### src/rtl/uart_boot_loader.sv
// uart_boot_loader
//   Receives a program image over a UART line and writes it, one 32-bit word
//   at a time, into program memory while holding the CPU in reset.
//
//   Frame: 0xA5, count_lo, count_hi, count x 4 data bytes (little-endian per
//   word), then an optional checksum byte (sum mod 256 of all data bytes).
//
//   Optional feature macro: LOADER_CHECKSUM_EN (checksum byte checked in CHECK).
//
// Ports
//   clk        system clock, rising edge
//   reset      asynchronous active-low reset
//   rx         asynchronous UART input, idle high
//   mem_we     write request to program memory (held until mem_ack)
//   mem_ack    memory accepted the current write
//   mem_addr   word address of the current write
//   mem_wdata  write data
//   busy       load in progress
//   done       last load succeeded
//   error      last load failed
//   cpu_hold   holds the CPU in reset, equals busy
//   state_dbg  current loader FSM state (debug observation)
//
// Memory handshake: mem_we, mem_addr and mem_wdata are stable from the cycle
// mem_we rises until the cycle mem_ack is sampled high; mem_we drops on the
// following cycle. An incoming byte during a pending write aborts the load.
module uart_boot_loader #(
  parameter int CLOCK_FREQ = 25000000,
  parameter int BIT_RATE   = 9600,
  parameter int ADDR_WIDTH = 10
) (
  input  logic                  clk,
  input  logic                  reset,
  input  logic                  rx,
  output logic                  mem_we,
  input  logic                  mem_ack,
  output logic [ADDR_WIDTH-1:0] mem_addr,
  output logic [31:0]           mem_wdata,
  output logic                  busy,
  output logic                  done,
  output logic                  error,
  output logic                  cpu_hold,
  output logic [2:0]            state_dbg
);

  localparam int CLKS_PER_BIT = CLOCK_FREQ / BIT_RATE;
  localparam int HALF_BIT     = CLKS_PER_BIT / 2;
  localparam int CW           = $clog2(CLKS_PER_BIT + 1);
  localparam int unsigned MAX_WORDS = 32'd1 << ADDR_WIDTH;

  // ---------------------------------------------------------------------
  // rx synchronizer; rx_prev gives the previous synchronized value for
  // start-edge detection.
  // ---------------------------------------------------------------------
  logic rx_meta, rx_sync, rx_prev;

  always_ff @(posedge clk or negedge reset) begin
    if (!reset) begin
      rx_meta <= 1'b1;
      rx_sync <= 1'b1;
      rx_prev <= 1'b1;
    end else begin
      rx_meta <= rx;
      rx_sync <= rx_meta;
      rx_prev <= rx_sync;
    end
  end

  // ---------------------------------------------------------------------
  // Byte receiver
  // ---------------------------------------------------------------------
  typedef enum logic [1:0] {
    RX_IDLE  = 2'd0,
    RX_START = 2'd1,
    RX_DATA  = 2'd2,
    RX_STOP  = 2'd3
  } rx_state_t;

  rx_state_t       rx_state, rx_state_next;
  logic [CW-1:0]   cnt, cnt_next;
  logic [2:0]      bit_idx, bit_idx_next;
  logic [7:0]      shift, shift_next;
  logic            byte_valid;
  logic            frame_err;

  always_comb begin
    rx_state_next = rx_state;
    cnt_next      = cnt + CW'(1);
    bit_idx_next  = bit_idx;
    shift_next    = shift;
    byte_valid    = 1'b0;
    frame_err     = 1'b0;
    case (rx_state)
      RX_IDLE: begin
        cnt_next = '0;
        if (rx_prev && !rx_sync) rx_state_next = RX_START;
      end
      RX_START: begin
        if (cnt == CW'(HALF_BIT - 1)) begin
          cnt_next      = '0;
          bit_idx_next  = 3'd0;
          // High at mid-start is a glitch: drop back to idle.
          rx_state_next = rx_sync ? RX_IDLE : RX_DATA;
        end
      end
      RX_DATA: begin
        if (cnt == CW'(CLKS_PER_BIT - 1)) begin
          cnt_next     = '0;
          shift_next   = {rx_sync, shift[7:1]};
          bit_idx_next = bit_idx + 3'd1;
          if (bit_idx == 3'd7) rx_state_next = RX_STOP;
        end
      end
      RX_STOP: begin
        if (cnt == CW'(CLKS_PER_BIT - 1)) begin
          cnt_next      = '0;
          rx_state_next = RX_IDLE;
          if (rx_sync) byte_valid = 1'b1;
          else         frame_err  = 1'b1;
        end
      end
      default: rx_state_next = RX_IDLE;
    endcase
  end

  always_ff @(posedge clk or negedge reset) begin
    if (!reset) begin
      rx_state <= RX_IDLE;
      cnt      <= '0;
      bit_idx  <= 3'd0;
      shift    <= 8'd0;
    end else begin
      rx_state <= rx_state_next;
      cnt      <= cnt_next;
      bit_idx  <= bit_idx_next;
      shift    <= shift_next;
    end
  end

  // ---------------------------------------------------------------------
  // Loader FSM
  // ---------------------------------------------------------------------
  typedef enum logic [2:0] {
    IDLE   = 3'd0,
    LEN_LO = 3'd1,
    LEN_HI = 3'd2,
    DATA   = 3'd3,
    WRITE  = 3'd4,
    CHECK  = 3'd5,
    DONE   = 3'd6,
    ERROR  = 3'd7
  } state_t;

  state_t       state, state_next;
  logic [7:0]   len_lo;
  logic [15:0]  count;
  logic [15:0]  len_full;
  logic [16:0]  word_idx;    // words already accepted by memory
  logic [1:0]   byte_idx;    // byte position within the current word
  logic [23:0]  word_buf;    // first three bytes of the current word
  logic         sync_seen;
  logic         last_word;
`ifdef LOADER_CHECKSUM_EN
  logic [7:0]   csum;
`endif

  assign len_full  = {shift, len_lo};
  assign sync_seen = byte_valid && (shift == 8'hA5);
  assign last_word = (word_idx + 17'd1) == {1'b0, count};

  always_comb begin
    state_next = state;
    case (state)
      IDLE, DONE, ERROR: begin
        if (sync_seen) state_next = LEN_LO;
      end
      LEN_LO: begin
        if (frame_err)       state_next = ERROR;
        else if (byte_valid) state_next = LEN_HI;
      end
      LEN_HI: begin
        if (frame_err) state_next = ERROR;
        else if (byte_valid) begin
          if ({16'd0, len_full} > MAX_WORDS) state_next = ERROR;
          else if (len_full == 16'd0)        state_next = CHECK;
          else                               state_next = DATA;
        end
      end
      DATA: begin
        if (frame_err)                             state_next = ERROR;
        else if (byte_valid && byte_idx == 2'd3)   state_next = WRITE;
      end
      WRITE: begin
        // A byte arriving before the write is accepted means it was lost.
        if (frame_err || byte_valid) state_next = ERROR;
        else if (mem_ack)            state_next = last_word ? CHECK : DATA;
      end
      CHECK: begin
`ifdef LOADER_CHECKSUM_EN
        if (frame_err)       state_next = ERROR;
        else if (byte_valid) state_next = (shift == csum) ? DONE : ERROR;
`else
        state_next = DONE;
`endif
      end
      default: state_next = IDLE;
    endcase
  end

  always_ff @(posedge clk or negedge reset) begin
    if (!reset) begin
      state     <= IDLE;
      len_lo    <= 8'd0;
      count     <= 16'd0;
      word_idx  <= 17'd0;
      byte_idx  <= 2'd0;
      word_buf  <= 24'd0;
      mem_addr  <= '0;
      mem_wdata <= 32'd0;
`ifdef LOADER_CHECKSUM_EN
      csum      <= 8'd0;
`endif
    end else begin
      state <= state_next;
      case (state)
        IDLE, DONE, ERROR: begin
          if (sync_seen) begin
            word_idx <= 17'd0;
            byte_idx <= 2'd0;
`ifdef LOADER_CHECKSUM_EN
            csum     <= 8'd0;
`endif
          end
        end
        LEN_LO: if (byte_valid) len_lo <= shift;
        LEN_HI: if (byte_valid) count  <= len_full;
        DATA: begin
          if (byte_valid) begin
            byte_idx <= byte_idx + 2'd1;
            word_buf <= {shift, word_buf[23:8]};
`ifdef LOADER_CHECKSUM_EN
            csum     <= csum + shift;
`endif
            if (byte_idx == 2'd3) begin
              mem_addr  <= ADDR_WIDTH'(word_idx);
              mem_wdata <= {shift, word_buf};
            end
          end
        end
        WRITE: begin
          if (state_next != ERROR && mem_ack) word_idx <= word_idx + 17'd1;
        end
        default: ;
      endcase
    end
  end

  // Status outputs decode straight from the registered state.
  assign mem_we    = (state == WRITE);
  assign busy      = (state == LEN_LO) || (state == LEN_HI) || (state == DATA) ||
                     (state == WRITE)  || (state == CHECK);
  assign done      = (state == DONE);
  assign error     = (state == ERROR);
  assign cpu_hold  = busy;
  assign state_dbg = state;

endmodule

### config.mk
export PLATFORM = sky130hd
export DESIGN_NAME = uart_boot_loader
export DESIGN_NICKNAME = d
export VERILOG_FILES = /design/src/rtl/uart_boot_loader.sv
export SDC_FILE = /design/constraint.sdc
export NUM_CORES = 1
export LEC_CHECK = 0
export CAP_MARGIN = 10
export CORE_MARGIN = 8
export CORE_UTILIZATION = 54
export CTS_BUF_LIST = sky130_fd_sc_hd__clkbuf_4
export DETAILED_ROUTE_END_ITERATION = 8
export PLACE_DENSITY = 0.8
export SLEW_MARGIN = 0
export SYNTH_ARGS = -nofsm -noshare
export SYNTH_HDL_FRONTEND = slang
export SYNTH_SLANG_ARGS = --single-unit
### constraint.sdc
create_clock -name clk -period 2.88 [get_ports clk]
set_input_delay 0.576 -clock clk [delete_from_list [all_inputs] [get_ports clk]]
set_output_delay 0.576 -clock clk [all_outputs]
set_load 0.05 [all_outputs]
==> impl_metrics.csv <==
group,metric,value,unit
status,status,"complete, but fails checks",
status,violations,"negative setup slack",
clock_tree,clockBufferDepth,2,
routing,routed_wl,16300,µm
synthesis,async_flop_share,1.00,
place,dp_slack,-0.303,ns
synthesis,synthFlopType,"dfrtp_1",
timing,post-route-period-util,1.02,
routing,drt-wirelength-per-cell,18.4,µm
global_route,gr-usage-all-layers,0.207,
routing,drtIter0Drc,400,
routing,vias,5146,
synthesis,yosysSeqAreaShare,0.529,
routing,drc,0,
synthesis,yosysWarnings,0,
place,io_buffers,53,
power,power.total,4080,µW
global_route,grt_use_met1,0.255,
timing,fin_ws,-0.0533,ns
timing,post-route-min-period,2.93,ns
global_route,grt_pass1_wl,26500,µm
clock_tree,numCtsBuffers,17,
routing,ant_nets,0,
timing,finalMaxSlewViolations,0,
floorplanning,num_rows,40,
floorplanning,die_x,127,µm
power,p_leak,0.00416,µW
floorplanning,initial_utilization,0.552,
global_route,grt_util_met2,0.341,
timing,worst_slew_pin_slew,0.797,ns
place,dp.cells,845,
global_route,grt_max_degree,89,
synthesis,synth.distinct_cells,60,
worst_setup_path,cp_max_fo,7,
clock_tree,clk_pin_slew_worst_paths,0.12,ns
worst_setup_path,endpoint_kind,"flip-flop",
place,gp_congestion,0.869,
timing,setup_viol,10,
clock_tree,cts_tree,"yes",
power,p_per_area,471,mW/mm²
timing,tns,-0.223,ns
layout,nets,735,
timing,clock.fmax,341,MHz
timing,finClkSkew,0.0165,ns
layout,final_cell_mix,"137 x dfrtp_1, 92 x buf_4, 82 x mux2_2",
global_route,met3_usage,0.0461,
floorplanning,die_h,127,µm
synthesis,synth_area,0.00664,mm²
clock_tree,clkSinkCount,140,
timing,max-slew-margin-rel,0.469,
routing,first_pass_iters,5,
synthesis,ys_ff_latch,140,
synthesis,syn_nets,595,
layout,drive_above_1_share,0.362,
synthesis,syn_area_per_cell,11.3,µm²
layout,final_common_cell,"dfrtp_1",
job,maxCapViolCount,0,
clock_tree,htree_levels,4,
global_route,grt-busiest-layer,"met2",
synthesis,syn_inst,585,
global_route,grt_overflow,0,
place,hpwl,11000,µm
worst_setup_path,crit_type,"reg -> reg",
floorplanning,io_pins,54,
clock_tree,root_buffer,"clkbuf_4",
global_route,grt_antenna_before_repair,2,
layout,layout.cells.non_filler,887,
worst_hold_path,hp-class,"in -> async",
worst_setup_path,worstPathArrival,3.41,ns
synthesis,synth-edff-count,0,
power,ir_drop,0.366,mV
timing,grt_setup_unrepaired,"yes",
floorplanning,die_area,0.0161,mm²
worst_setup_path,worst_setup_path_start_kind,"flip-flop",
floorplanning,core,0.0120,mm²
routing,via_per_inst,5.80,
layout,area_delta_synth_final,30.4,%
worst_setup_path,required,3.36,ns
clock_tree,worstSkewPairLatency,0.59,ns
global_route,grt_pass1_vias,5202,
clock_tree,cts-hold-fix-buffers,0,
timing,hold_viol_final,0,
[worst max-delay path: stages, from the launching register on]
cell,delay [ns]
dfrtp_1,0.42
buf_4,0.15
buf_4,0.16
and3_1,0.23
a211oi_1,0.20
o21bai_2,0.15
nand4_1,0.17
or3_4,0.38
o21ai_4,0.19
a31oi_4,0.17
buf_12,0.19
a32o_1,0.23
a31o_1,0.19
[logic make-up after synthesis]
family / synth area share
AOI/OAI and AO/OA: 0.0830
xor gates and xnor gates: 0.0436
adders and majority gates: 0.0113
buffers and inverters: 0.0294
DFF: 0.529
muxes: 0.144
and+or+nand+nor: 0.160
[final timing paths]
kind | start | end | slack, ns | depth (start not counted)
worst max register to register | word_idx[2] | word_idx[7] | -0.05 | 12
max in group asynchronous | reset | mem_addr[7] | 2.08 | 2
worst max-delay path | word_idx[2] | word_idx[7] | -0.05 | 12
min in group clk | rx_meta | rx_sync | 0.37 | 0
worst min register to register | rx_meta | rx_sync | 0.37 | 0
worst min-delay path | reset | mem_wdata[12] | 0.002 | 1
[area by class of cell]
type                    instances  area (µm²)
well taps                     147         184
diodes                          2        5.00
repair buffers                153        1370
flip-flops and latches        140        3510
fillers                       807        3360
clock buffers                  18         135
inverters                       9        33.8
clock inverters                14         228
multi-input cells             404        3190
[cell usage after synthesis, drive strengths merged, types with 12 or more instances]
cell type | n | area [µm²]
buf | 19 | 113
dfrtp | 137 | 3430
xnor2 | 15 | 131
nand2 | 81 | 304
xor2 | 18 | 158
mux2 | 82 | 923
clkbuf | 13 | 48.8
o21ai | 12 | 63.8
nand3 | 17 | 90.1
a21oi | 12 | 60.1
nor2 | 35 | 131
[sequential cells by signal, indices dropped and copies added (netlist names), named ones only]
signal     flops
bit_idx        3
rx_meta        1
rx_prev        1
mem_addr      10
byte_idx       2
len_lo         8
rx_sync        1
word_buf      24
state_dbg      3
shift          8
count         16
word_idx      17
mem_wdata     32
cnt           12
rx_state       1
[power breakdown]
| group | leakage [µW] | internal, µW | switching (µW) |
|---|---|---|---|
| sequential | 0.00190 | 2020 | 40.6 |
| clock | 0.000189 | 804 | 785 |
| combinational | 0.00207 | 215 | 209 |
[layer usage]
| metal | vias to the layer above | share of wire |
|---|---|---|
| met5 | - | 0 |
| met4 | 0 | 0.017 |
| met3 | 28 | 0.053 |
| met2 | 145 | 0.51 |
| met1 | 2597 | 0.42 |
| li1 | 2376 | - |
[what timing repair did]
action | CTS | global route
pin swaps | 1 | 22
setup buffers | 0 | 6
resized for setup | 15 | 36
cloned | 0 | 2
endpoints found under the hold margin | 0 | 0
endpoints found under the setup margin | 11 | 54
[stage by stage]
step                       util  instance area, µm²  hold slack, ns
after floorplan               -                6650           0.280
final                     0.720                8650         0.00162
after global placement    0.660                7930           0.347
after CTS                 0.697                8370          0.0528
after detailed placement  0.660                7930           0.352
after global routing      0.720                8650          0.0778
Note: power is estimated with default switching activity, not from simulation.
